### src/rtl/ps2_digit_decoder.sv
`default_nettype none
// ============================================================================
//  Module   : ps2_digit_decoder
//  Purpose  : Receives PS/2 keyboard frames (scan code set 2), decodes the
//             make codes of digit keys 0-9 into a 4-bit value and the Enter
//             key into an operation pulse. Break (release) sequences are
//             filtered. Feeds the BCD digit shift register downstream.
//  Ports    : clk             - system clock, rising edge
//             rst             - synchronous active-high reset
//             kb_clk          - PS/2 clock (asynchronous, idles high)
//             kb_data         - PS/2 data  (asynchronous, idles high)
//             binary_val      - last decoded digit value 0-9 (held)
//             valid_scan_code - 1-cycle pulse, new digit on binary_val
//             op_ctrl         - 1-cycle pulse, Enter pressed
//             parity_err      - 1-cycle pulse, frame dropped (parity/stop)
//  Revision : 1.0 - initial release
// ============================================================================
module ps2_digit_decoder #(
    parameter int SYNC_STAGES    = 2,
    parameter int TIMEOUT_CYCLES = 20000
) (
    input  logic       clk,
    input  logic       rst,
    input  logic       kb_clk,
    input  logic       kb_data,
    output logic [3:0] binary_val,
    output logic       valid_scan_code,
    output logic       op_ctrl,
    output logic       parity_err
);

    // ------------------------------------------------------------------------
    // Constants
    // ------------------------------------------------------------------------
    localparam int c_to_w = $clog2(TIMEOUT_CYCLES + 1);
    localparam logic [c_to_w-1:0] c_to_last = c_to_w'(TIMEOUT_CYCLES - 1);

    localparam logic [7:0] c_code_ext   = 8'hE0;
    localparam logic [7:0] c_code_brk   = 8'hF0;
    localparam logic [7:0] c_code_enter = 8'h5A;

    // Bit counter positions inside a frame (start bit already consumed)
    localparam logic [3:0] c_bit_parity = 4'd8;

    // ------------------------------------------------------------------------
    // Input synchronisers. Reset to 1 so the idle-high lines do not produce
    // a spurious falling edge when reset is released.
    // ------------------------------------------------------------------------
    logic [SYNC_STAGES-1:0] r_kbc_sync;
    logic [SYNC_STAGES-1:0] r_kbd_sync;
    logic                   r_kbc_prev;

    always_ff @(posedge clk) begin
        if (rst) begin
            r_kbc_sync <= '1;
            r_kbd_sync <= '1;
            r_kbc_prev <= 1'b1;
        end else begin
            r_kbc_sync <= {r_kbc_sync[SYNC_STAGES-2:0], kb_clk};
            r_kbd_sync <= {r_kbd_sync[SYNC_STAGES-2:0], kb_data};
            r_kbc_prev <= r_kbc_sync[SYNC_STAGES-1];
        end
    end

    logic w_kbc;
    logic w_kbd;
    logic w_fall;

    assign w_kbc  = r_kbc_sync[SYNC_STAGES-1];
    assign w_kbd  = r_kbd_sync[SYNC_STAGES-1];
    assign w_fall = r_kbc_prev & ~w_kbc;

    // ------------------------------------------------------------------------
    // Frame state and datapath registers
    // ------------------------------------------------------------------------
    typedef enum logic [0:0] {
        S_IDLE = 1'b0,
        S_RECV = 1'b1
    } state_t;

    state_t            r_state;
    logic [3:0]        r_bit_cnt;   // edges seen after the start bit
    logic [7:0]        r_data;      // data byte, shifted in LSB first
    logic              r_par;       // received parity bit
    logic [c_to_w-1:0] r_to_cnt;    // cycles since last falling edge in RECV
    logic              r_ext;       // E0 prefix seen
    logic              r_brk;       // F0 prefix seen

    // ------------------------------------------------------------------------
    // Digit make-code lookup on the assembled byte
    // ------------------------------------------------------------------------
    logic       w_digit_hit;
    logic [3:0] w_digit_val;

    always_comb begin
        w_digit_hit = 1'b1;
        w_digit_val = 4'd0;
        case (r_data)
            8'h45:   w_digit_val = 4'd0;
            8'h16:   w_digit_val = 4'd1;
            8'h1E:   w_digit_val = 4'd2;
            8'h26:   w_digit_val = 4'd3;
            8'h25:   w_digit_val = 4'd4;
            8'h2E:   w_digit_val = 4'd5;
            8'h36:   w_digit_val = 4'd6;
            8'h3D:   w_digit_val = 4'd7;
            8'h3E:   w_digit_val = 4'd8;
            8'h46:   w_digit_val = 4'd9;
            default: w_digit_hit = 1'b0;
        endcase
    end

    // Odd parity: the data bits plus parity bit must contain an odd number
    // of ones. The stop bit is the current sampled data value.
    logic w_frame_ok;
    assign w_frame_ok = (^{r_data, r_par}) & w_kbd;

    // ------------------------------------------------------------------------
    // Frame FSM, prefix tracking and registered outputs
    // ------------------------------------------------------------------------
    always_ff @(posedge clk) begin
        if (rst) begin
            r_state         <= S_IDLE;
            r_bit_cnt       <= 4'd0;
            r_data          <= 8'd0;
            r_par           <= 1'b0;
            r_to_cnt        <= '0;
            r_ext           <= 1'b0;
            r_brk           <= 1'b0;
            binary_val      <= 4'd0;
            valid_scan_code <= 1'b0;
            op_ctrl         <= 1'b0;
            parity_err      <= 1'b0;
        end else begin
            // Pulses default low so every assertion lasts a single cycle
            valid_scan_code <= 1'b0;
            op_ctrl         <= 1'b0;
            parity_err      <= 1'b0;

            case (r_state)
                S_IDLE: begin
                    r_bit_cnt <= 4'd0;
                    r_to_cnt  <= '0;
                    // A falling edge with data high is not a start bit
                    if (w_fall && !w_kbd) begin
                        r_state <= S_RECV;
                    end
                end

                S_RECV: begin
                    if (w_fall) begin
                        r_to_cnt  <= '0;
                        r_bit_cnt <= r_bit_cnt + 4'd1;
                        if (r_bit_cnt < c_bit_parity) begin
                            r_data <= {w_kbd, r_data[7:1]};
                        end else if (r_bit_cnt == c_bit_parity) begin
                            r_par <= w_kbd;
                        end else begin
                            // Stop-bit edge: frame complete
                            r_state   <= S_IDLE;
                            r_bit_cnt <= 4'd0;
                            if (!w_frame_ok) begin
                                parity_err <= 1'b1;
                            end else if (r_data == c_code_ext) begin
                                r_ext <= 1'b1;
                            end else if (r_data == c_code_brk) begin
                                r_brk <= 1'b1;
                            end else begin
                                // Any other byte terminates a prefix
                                // sequence; a pending break swallows it.
                                r_ext <= 1'b0;
                                r_brk <= 1'b0;
                                if (!r_brk) begin
                                    if (r_data == c_code_enter) begin
                                        op_ctrl <= 1'b1;
                                    end else if (w_digit_hit && !r_ext) begin
                                        binary_val      <= w_digit_val;
                                        valid_scan_code <= 1'b1;
                                    end
                                end
                            end
                        end
                    end else if (r_to_cnt == c_to_last) begin
                        // Keyboard stalled mid-frame: drop it silently
                        r_state   <= S_IDLE;
                        r_bit_cnt <= 4'd0;
                        r_to_cnt  <= '0;
                    end else begin
                        r_to_cnt <= r_to_cnt + 1'b1;
                    end
                end

                default: begin
                    r_state <= S_IDLE;
                end
            endcase
        end
    end

endmodule
`default_nettype wire

### config.mk
export PLATFORM = sky130hd
export DESIGN_NAME = ps2_digit_decoder
export DESIGN_NICKNAME = d
export VERILOG_FILES = /design/src/rtl/ps2_digit_decoder.sv
export SDC_FILE = /design/constraint.sdc
export NUM_CORES = 1
export LEC_CHECK = 0
export BUFFER_PORTS_ARGS = -buffer_cell sky130_fd_sc_hd__buf_2
export CAP_MARGIN = 10
export CORE_MARGIN = 2
export CORE_UTILIZATION = 50
export CTS_BUF_LIST = sky130_fd_sc_hd__clkbuf_8
export CTS_CLUSTER_SIZE = 14
export DETAILED_ROUTE_END_ITERATION = 12
export GPL_ROUTABILITY_DRIVEN = 0
export MAX_ROUTING_LAYER = met4
export PLACE_DENSITY = 0.73
export SKIP_CTS_REPAIR_TIMING = 1
export SLEW_MARGIN = 0
export SYNTH_ARGS = -nofsm -noshare
export SYNTH_HDL_FRONTEND = slang
export SYNTH_SLANG_ARGS = --single-unit
export TNS_END_PERCENT = 50
### constraint.sdc
create_clock -name clk -period 3.02 [get_ports clk]
set_input_delay 0 -clock clk [delete_from_list [all_inputs] [get_ports clk]]
set_output_delay 0 -clock clk [all_outputs]
set_load 0.005 [all_outputs]
* After elaboration in Yosys (flattened, before gate mapping)
Cells that the tools add are included.
Word-level totals: register bits after elaboration 43, logic and storage cells 82, bits of input ports 4, output and inout bits 7
Operators by class: add/subtract/negate cells 2, mux-type cells 22, magnitude comparators 1, bitwise operators 12, reductions and logical operators 14, equal/unequal tests 17
Operators by type and width (number):
- $eq A8 B6 Y1 const B | 6
- $pmux W4 S9 | 1
- $mux W15 | 2
- $pmux W15 S2 | 1
- $eq A8 B7 Y1 const B | 3
- $reduce_or A10 Y1 | 2
- $eq A8 B5 Y1 const B | 2
- $eq A8 B8 Y1 const B | 2
- $mux W4 | 4
- $add A15 B1 Y15 const B | 1
- $eq A15 B15 Y1 const B | 1
- $mux W1 | 12
- $reduce_and A6 Y1 | 2
- $not A1 Y1 | 10
- $reduce_and A10 Y1 | 1
- $reduce_or A9 Y1 | 1
- $reduce_xor A9 Y1 | 1
- $pmux W4 S2 | 1
- $reduce_or A5 Y1 | 1
- $add A4 B1 Y4 const B | 1
- $eq A4 B4 Y1 const B | 1
- $lt A4 B4 Y1 const B | 1
- $reduce_and A4 Y1 | 1
- $ne A3 B2 Y1 const B | 1
- 6 further kinds | 9

* Logic depth before layout (Yosys ltp)
Gate-level depths: netlist (run 1).
word-level depth 5, mapped depth 7, depth with buffers taken out 7

* Worst setup path after synthesis (run 1)
OpenSTA, ideal clock, no wires.
path type reg2reg, start register r_data[0], end register binary_val[0], clock period less this slack 2095 ps, path slack 925 ps, data required time 2892 ps, cell stages (with the launch flop) 8, arrival time 1967 ps, setup time 128 ps, path buffers 1, path through dfxtp_1 -> buf_6 -> xnor2_2 -> xnor3_1 -> xnor2_1 -> or4_4 -> nor3_2 -> nor3_1
On the way: word-level cells in the longest chain between the ends 5, elaborated cells on any way between the ends 23, those cells by class eq/ne (13); mux (2); bitwise (4); reduce/logical (4)
Ends and longest elaborated chain:
- from (decl) | RTL line 83 | logic [7:0] r_data;
- from (signal assigned) | RTL line 155 | r_data <= {w_kbd, r_data[7:1]};
- $eq A8 B7 Y1, or another cell as far along | RTL line 98 | case (r_data)
- $reduce_or A10 Y1 (no line)
- $mux W1 | RTL line 98
- $logic_and A1 B1 Y1 | RTL line 176 | end else if (w_digit_hit && !r_ext) begin
- $reduce_and A10 Y1 (no line)
- to (signal assigned) | RTL line 177 | binary_val <= w_digit_val;
- to (decl) | RTL line 26 | output logic [3:0] binary_val,
Parallel ways exist; a longest one is shown, timed or not. A chain may end at the register's enable or synchronous reset.

* Worst setup path after layout (run 1)
start register r_data[1], end register binary_val[0]
Same word-level chain as after synthesis.

==> flow_results.xml, run 1 <==
<?xml version="1.0" encoding="UTF-8"?>
<metrics>
  <group name="setup_path">
    <metric name="maximum_fanout_encountered_on_the_critical_timing_path" unit="">10</metric>
    <metric name="crit_path_start_kind" unit="">register</metric>
    <metric name="critPathRequiredTime" unit="ps">3190</metric>
    <metric name="timing.critical_path.arrival" unit="ps">2450</metric>
    <metric name="worst_setup_path_end_kind" unit="">register</metric>
    <metric name="startpoint_to_endpoint_class_of_the_critical_path" unit="">reg2reg</metric>
  </group>
  <group name="sta">
    <metric name="report.final.slew_viol_count" unit="">0</metric>
    <metric name="timing.final.crit_share" unit="">0.753</metric>
    <metric name="worstMarginPinSlew" unit="ps">825</metric>
    <metric name="clock_skew" unit="ps">9.19</metric>
    <metric name="finalWorstSetupSlack" unit="ps">745</metric>
    <metric name="final.setup.tns" unit="ps">0</metric>
    <metric name="period_needed" unit="ps">2270</metric>
    <metric name="timing.hold.ws" unit="ps">132</metric>
    <metric name="grt_setup_unrepaired" unit="">false</metric>
    <metric name="slew-limit-headroom" unit="">0.445</metric>
    <metric name="timing.final.setup_violations" unit="">0</metric>
    <metric name="finalHoldViolCount" unit="">0</metric>
    <metric name="max_clock_freq" unit="GHz">0.440</metric>
  </group>
  <group name="pwr">
    <metric name="peakVddDrop" unit="mV">0.340</metric>
    <metric name="static_leakage_power" unit="nW">0.744</metric>
    <metric name="design_power_total" unit="mW">1.06</metric>
    <metric name="power-per-cell-area" unit="nW/um^2">478</metric>
  </group>
  <group name="grt">
    <metric name="vias_in_the_first_global_route" unit="">1467</metric>
    <metric name="global_route.overflow_total" unit="">0</metric>
    <metric name="grt_use_total" unit="">0.203</metric>
    <metric name="grt_first_pass_wirelength" unit="microns">6710</metric>
    <metric name="grt_start_max_net_pins" unit="">24</metric>
    <metric name="initial_antenna_violation_count" unit="">0</metric>
  </group>
  <group name="clocking">
    <metric name="cts_sinks" unit="">43</metric>
    <metric name="worst_skew_pair.late_latency" unit="ps">300</metric>
    <metric name="cts.path.max_buffers" unit="">2</metric>
    <metric name="tritoncts" unit="">done</metric>
    <metric name="cts.reportedPaths.clkPinSlew" unit="ps">80</metric>
    <metric name="number_of_buffers_added_by_the_clock_tree_synthesis_step" unit="">5</metric>
    <metric name="htree_num_levels" unit="">2</metric>
    <metric name="cts-root-buf" unit="">clkbuf_8</metric>
  </group>
  <group name="yosys">
    <metric name="syn_inst" unit="">238</metric>
    <metric name="yosys-top-cells-count" unit="">43 x dfxtp_1, 35 x nor2_1, 20 x nand2_1</metric>
    <metric name="postSynthRegisterBits" unit="">43</metric>
    <metric name="number_of_flops_mapped_to_enable_cells_by_yosys" unit="">0</metric>
    <metric name="synth_top_area_cells" unit="">dfxtp_1 42%, nor2_1 6.4%, xnor2_1 4.7%</metric>
    <metric name="synth.net_count" unit="">245</metric>
    <metric name="yosysWarningCount" unit="">0</metric>
    <metric name="synth_top_cell_by_area" unit="">dfxtp_1</metric>
    <metric name="synth-async-reset-ratio" unit="">0</metric>
    <metric name="syn-mean-instance-area" unit="sq um">8.63</metric>
    <metric name="synth_flop_cell" unit="">dfxtp_1</metric>
    <metric name="most_common_cell_in_the_netlist" unit="">dfxtp_1</metric>
    <metric name="mappedNetlistArea" unit="sq um">2050</metric>
    <metric name="yosysTopAreaCellShare" unit="">0.419</metric>
    <metric name="synth.distinct_cells" unit="">48</metric>
    <metric name="share_of_synthesized_area_occupied_by_flip_flops_and_latches" unit="">0.419</metric>
  </group>
  <group name="place">
    <metric name="place_hpwl" unit="microns">2830</metric>
    <metric name="io_buffer_count" unit="">10</metric>
    <metric name="dpl-instance-area" unit="sq um">2100</metric>
    <metric name="placement.setup.worst_slack" unit="ps">759</metric>
  </group>
  <group name="route">
    <metric name="ant_nets" unit="">0</metric>
    <metric name="drc" unit="">0</metric>
    <metric name="via_count" unit="">1637</metric>
    <metric name="total_wirelength_of_the_detailed_routed_design" unit="microns">4000</metric>
    <metric name="wire_per_inst" unit="microns">13.5</metric>
    <metric name="drt-pass1-iter-count" unit="">4</metric>
    <metric name="route.detailed.vias_per_inst" unit="">5.55</metric>
    <metric name="dr.first_iter.drc_count" unit="">87</metric>
  </group>
  <group name="flow_run">
    <metric name="max_cap_viol_count" unit="">0</metric>
  </group>
  <group name="die">
    <metric name="fp.coreArea" unit="sq um">3970</metric>
    <metric name="die_w" unit="microns">68.1</metric>
    <metric name="rows" unit="">23</metric>
    <metric name="floorplan.initialDensity" unit="">0.517</metric>
    <metric name="die-area" unit="sq um">4640</metric>
    <metric name="die_y" unit="microns">68.1</metric>
    <metric name="io_pins" unit="">11</metric>
  </group>
  <group name="layout">
    <metric name="regArea" unit="sq um">861</metric>
    <metric name="nets" unit="">251</metric>
    <metric name="syn_to_final_growth" unit="%">8.47</metric>
    <metric name="fillCellCount" unit="">371</metric>
    <metric name="antenna-diode-count" unit="">0</metric>
    <metric name="multi_input_area" unit="sq um">1100</metric>
    <metric name="final_cell_area" unit="sq um">2230</metric>
    <metric name="drive_above_1_share" unit="">0.135</metric>
  </group>
  <group name="hold_path">
    <metric name="worstHoldPathType" unit="">in2reg</metric>
  </group>
  <group name="outcome">
    <metric name="outcome" unit="">completed</metric>
  </group>
</metrics>
==> cell usage in the layout (no fill, tap or decap), types with 3 or more instances in the layout <==
master / instances
dfxtp_1: 43
nor2_1: 35
nand2_1: 20
a21oi_1: 15
o21ai_0: 13
xnor2_1: 11
xor2_1: 10
buf_2: 10
nand3_1: 8
inv_1: 7
nand4_1: 7
nand2b_1: 6
or2_2: 6
nor3_1: 5
clkbuf_8: 5
or4b_2: 3
ha_1: 3
==> metal layers <==
| layer | vias to the layer above | routed length (microns) | track usage |
|---|---|---|---|
| met5 | - | 0 | - |
| met4 | 0 | 75 | 0.0900 |
| met3 | 7 | 169 | 0.0395 |
| met2 | 37 | 2030 | 0.336 |
| met1 | 761 | 1720 | 0.238 |
| li1 | 832 | - | - |
==> through the flow <==
stage                     cells  utilization
after floorplan             238            -
after global placement      285        0.528
after detailed placement    285        0.528
after CTS                   293        0.556
after global routing        295        0.561
final                       295        0.561
==> path summary, 6_finish.rpt <==
kind	from	endpoint	slack (ps)	cells after the start
hold / removal	rst	r_data[0]	130	2
setup / recovery	r_data[1]	binary_val[0]	750	6
hold reg to reg	r_kbd_sync[0]	r_kbd_sync[1]	400	1
setup reg to reg	r_data[1]	binary_val[0]	750	6
==> logic make-up (layout without fill, tap and decap cells) <==
family,Yosys count,count (layout),synth area share
buffers and inverters,20,27,0.0475
xor gates and xnor gates,23,23,0.108
and+or+nand+nor,107,107,0.281
muxes,1,1,0.00487
adders and majority gates,3,3,0.0183
DFF,43,43,0.419
AOI/OAI and AO/OA,41,41,0.121
==> critical path: stages (launching register included) <==
cell and delay [ps]:
dfxtp_1 510, xnor2_2 160, xnor3_1 420, xnor2_1 240, or4_4 590, nor3_2 180, nor3_1 60
==> flip-flops by register name, indices dropped and copies added, names as in the netlist <==
| signal | flops |
|---|---|
| binary_val | 4 |
| op_ctrl | 1 |
| parity_err | 1 |
| r_bit_cnt | 4 |
| r_brk | 1 |
| r_data | 8 |
| r_ext | 1 |
| r_kbc_prev | 1 |
| r_kbc_sync | 2 |
| r_kbd_sync | 2 |
| r_par | 1 |
| r_state | 1 |
| r_to_cnt | 15 |
| valid_scan_code | 1 |
==> final cells by class <==
type	count	area share
well taps	50	0.0281
repair buffers	12	0.0314
clock inverters	3	0.0197
multi-input cells	175	0.492
inverters	7	0.0118
clock buffers	5	0.0309
flip-flops and latches	43	0.386
==> power by group <==
part           total, mW  internal [mW]  switching (mW)
clock network      0.447          0.246           0.201
registers          0.579          0.573         0.00531
logic             0.0386         0.0145          0.0241
Note: power is estimated with default switching activity, not from simulation.
==> run 2, diff against run 1 <==
Settings changed: ABC_AREA set to 1.
Clock period 3.02 ns to 2.25 ns, I/O delays scaled along.
==> flow_results.xml, run 2 <==
<?xml version="1.0" encoding="UTF-8"?>
<metrics>
  <group name="outcome">
    <metric name="outcome" unit="">completed</metric>
  </group>
  <group name="yosys">
    <metric name="number_of_flops_mapped_to_enable_cells_by_yosys" unit="">0</metric>
    <metric name="share_of_synthesized_area_occupied_by_flip_flops_and_latches" unit="">0.397</metric>
    <metric name="syn-mean-instance-area" unit="sq um">6.80</metric>
    <metric name="postSynthRegisterBits" unit="">43</metric>
    <metric name="synth_top_cell_by_area" unit="">dfxtp_1</metric>
    <metric name="yosysTopAreaCellShare" unit="">0.397</metric>
    <metric name="yosysWarningCount" unit="">0</metric>
    <metric name="synth.net_count" unit="">326</metric>
    <metric name="synth_flop_cell" unit="">dfxtp_1</metric>
    <metric name="yosys-top-cells-count" unit="">67 x nand2_1, 51 x nor2_1, 43 x dfxtp_1</metric>
    <metric name="synth-async-reset-ratio" unit="">0</metric>
    <metric name="most_common_cell_in_the_netlist" unit="">nand2_1</metric>
    <metric name="syn_inst" unit="">319</metric>
    <metric name="mappedNetlistArea" unit="sq um">2170</metric>
    <metric name="synth_top_area_cells" unit="">dfxtp_1 40%, nand2_1 12%, nor2_1 8.8%</metric>
    <metric name="synth.distinct_cells" unit="">33</metric>
  </group>
  <group name="layout">
    <metric name="final_cells" unit="">389</metric>
    <metric name="finalCoreUtilization" unit="">0.598</metric>
    <metric name="syn_to_final_growth" unit="%">12.6</metric>
    <metric name="nets" unit="">345</metric>
    <metric name="final_cell_mix" unit="">67 x nand2_1, 51 x nor2_1, 43 x dfxtp_1, 40 x inv_1, 27 x nand3_1</metric>
    <metric name="antenna-diode-count" unit="">0</metric>
    <metric name="largest_register_ff_count" unit="">15</metric>
    <metric name="drive_above_1_share" unit="">0.112</metric>
    <metric name="final_common_cell" unit="">nand2_1</metric>
    <metric name="reg_top3" unit="">r_to_cnt: 15 flops, r_data: 8 flops</metric>
    <metric name="most_flop_heavy_register" unit="">r_to_cnt</metric>
    <metric name="final_cell_area" unit="sq um">2440</metric>
    <metric name="fillCellCount" unit="">392</metric>
  </group>
  <group name="sta">
    <metric name="clock_skew" unit="ps">9.17</metric>
    <metric name="report.final.slew_viol_count" unit="">0</metric>
    <metric name="final.setup.tns" unit="ps">0</metric>
    <metric name="max_clock_freq" unit="GHz">0.577</metric>
    <metric name="period_needed" unit="ps">1730</metric>
    <metric name="worstMarginPinSlew" unit="ps">344</metric>
    <metric name="timing.final.setup_violations" unit="">0</metric>
    <metric name="grt_setup_unrepaired" unit="">false</metric>
    <metric name="finalHoldViolCount" unit="">0</metric>
    <metric name="timing.hold.ws" unit="ps">418</metric>
    <metric name="slew-limit-headroom" unit="">0.768</metric>
    <metric name="finalWorstSetupSlack" unit="ps">516</metric>
    <metric name="timing.final.crit_share" unit="">0.771</metric>
  </group>
  <group name="clocking">
    <metric name="cts.reportedPaths.clkPinSlew" unit="ps">90</metric>
    <metric name="htree_num_levels" unit="">2</metric>
    <metric name="number_of_buffers_added_by_the_clock_tree_synthesis_step" unit="">5</metric>
    <metric name="cts.path.max_buffers" unit="">2</metric>
    <metric name="cts-root-buf" unit="">clkbuf_8</metric>
    <metric name="cts_sinks" unit="">43</metric>
    <metric name="worst_skew_pair.late_latency" unit="ps">300</metric>
    <metric name="tritoncts" unit="">done</metric>
  </group>
  <group name="pwr">
    <metric name="peakVddDrop" unit="mV">0.557</metric>
    <metric name="power-per-cell-area" unit="nW/um^2">581</metric>
    <metric name="design_power_total" unit="mW">1.42</metric>
    <metric name="static_leakage_power" unit="nW">1.07</metric>
  </group>
  <group name="setup_path">
    <metric name="cp_num_buf_inv" unit="">2</metric>
    <metric name="startpoint_to_endpoint_class_of_the_critical_path" unit="">reg2reg</metric>
    <metric name="maximum_fanout_encountered_on_the_critical_timing_path" unit="">4</metric>
    <metric name="crit_start" unit="">r_bit_cnt[0]</metric>
    <metric name="worstReg2RegStart" unit="">r_bit_cnt[0]</metric>
    <metric name="crit_path_top_delay_cell" unit="">dfxtp_1</metric>
    <metric name="worst_setup_path_end_kind" unit="">register</metric>
    <metric name="timing.critical_path.arrival" unit="ps">1930</metric>
    <metric name="critPathMaxStageDelay" unit="ps">370</metric>
    <metric name="critical_path_cell_by_cell" unit="">inv_1 &gt; ha_1 &gt; and3_1 &gt; nor3_1 &gt; nand2_1 &gt; nor2_1 &gt; nand2_2 &gt; inv_2 &gt; nand3_1 &gt; nand2_1 &gt; nor2_1</metric>
    <metric name="critPathRequiredTime" unit="ps">2450</metric>
    <metric name="crit_path_start_kind" unit="">register</metric>
    <metric name="cell_family_contributing_the_most_delay_on_the_critical_path" unit="">simple AND/OR/NAND/NOR gates</metric>
  </group>
  <group name="grt">
    <metric name="vias_in_the_first_global_route" unit="">1750</metric>
    <metric name="grt_first_pass_wirelength" unit="microns">7280</metric>
    <metric name="grt_use_total" unit="">0.185</metric>
    <metric name="initial_antenna_violation_count" unit="">0</metric>
    <metric name="grt_start_max_net_pins" unit="">16</metric>
    <metric name="global_route.overflow_total" unit="">0</metric>
  </group>
  <group name="route">
    <metric name="drt-pass1-iter-count" unit="">5</metric>
    <metric name="ant_nets" unit="">0</metric>
    <metric name="drc" unit="">0</metric>
    <metric name="dr.first_iter.drc_count" unit="">128</metric>
    <metric name="route.detailed.vias_per_inst" unit="">4.99</metric>
    <metric name="wire_per_inst" unit="microns">11.0</metric>
    <metric name="total_wirelength_of_the_detailed_routed_design" unit="microns">4260</metric>
    <metric name="via_count" unit="">1943</metric>
  </group>
  <group name="die">
    <metric name="rows" unit="">23</metric>
    <metric name="die_y" unit="microns">69.9</metric>
    <metric name="io_pins" unit="">11</metric>
    <metric name="die-area" unit="sq um">4880</metric>
    <metric name="floorplan.initialDensity" unit="">0.531</metric>
    <metric name="fp.coreArea" unit="sq um">4090</metric>
    <metric name="die_w" unit="microns">69.9</metric>
  </group>
  <group name="hold_path">
    <metric name="holdCritStartpoint" unit="">r_kbd_sync[0]</metric>
    <metric name="worstHoldPathType" unit="">reg2reg</metric>
  </group>
  <group name="place">
    <metric name="placed_insts" unit="">376</metric>
    <metric name="place_hpwl" unit="microns">3090</metric>
    <metric name="io_buffer_count" unit="">10</metric>
    <metric name="dpl-instance-area" unit="sq um">2280</metric>
    <metric name="placement.setup.worst_slack" unit="ps">571</metric>
  </group>
  <group name="flow_run">
    <metric name="max_cap_viol_count" unit="">0</metric>
  </group>
</metrics>
run 2: cell type report:
| class | count | area, sq um | share of cell area |
|---|---|---|---|
| clock buffers | 5 | 68.8 | 0.0282 |
| clock inverters | 3 | 47.5 | 0.0195 |
| inverters | 45 | 169 | 0.0692 |
| multi-input cells | 225 | 1110 | 0.455 |
| flip-flops and latches | 43 | 861 | 0.352 |
| well taps | 50 | 62.6 | 0.0256 |
| repair buffers | 18 | 123 | 0.0502 |
run 2: final timing paths:
kind / cells past startpoint / endpoint / slack, ps
min reg2reg: 1 / r_kbd_sync[1] / 420
max: 11 / binary_val[3] / 520
min: 1 / r_kbd_sync[1] / 420
max reg2reg: 11 / binary_val[3] / 520
run 2: kinds of logic (layout without fill, tap and decap cells):
group           count (synthesis)  count (layout)  synth area share
simple gates                  185             185             0.388
buf+inv                        51              71            0.0911
flops                          43              43             0.397
compound gates                 27              27            0.0669
xor+xnor                       10              10            0.0404
fa+ha+maj                       3               3            0.0173
run 2: layer usage:
layer / track usage / routed length (microns) / up-vias
met5: - / 0 / -
met2: 0.286 / 1970 / 35
li1: - / - / 1056
met1: 0.243 / 2090 / 848
met3: 0.0346 / 171 / 4
met4: 0.0662 / 27 / 0
run 2: power breakdown:
part	leakage, nW	internal [mW]	total, mW	switching, mW
combinational	0.660	0.0155	0.0334	0.0178
clock	0.0587	0.337	0.617	0.281
sequential	0.347	0.765	0.768	0.00329
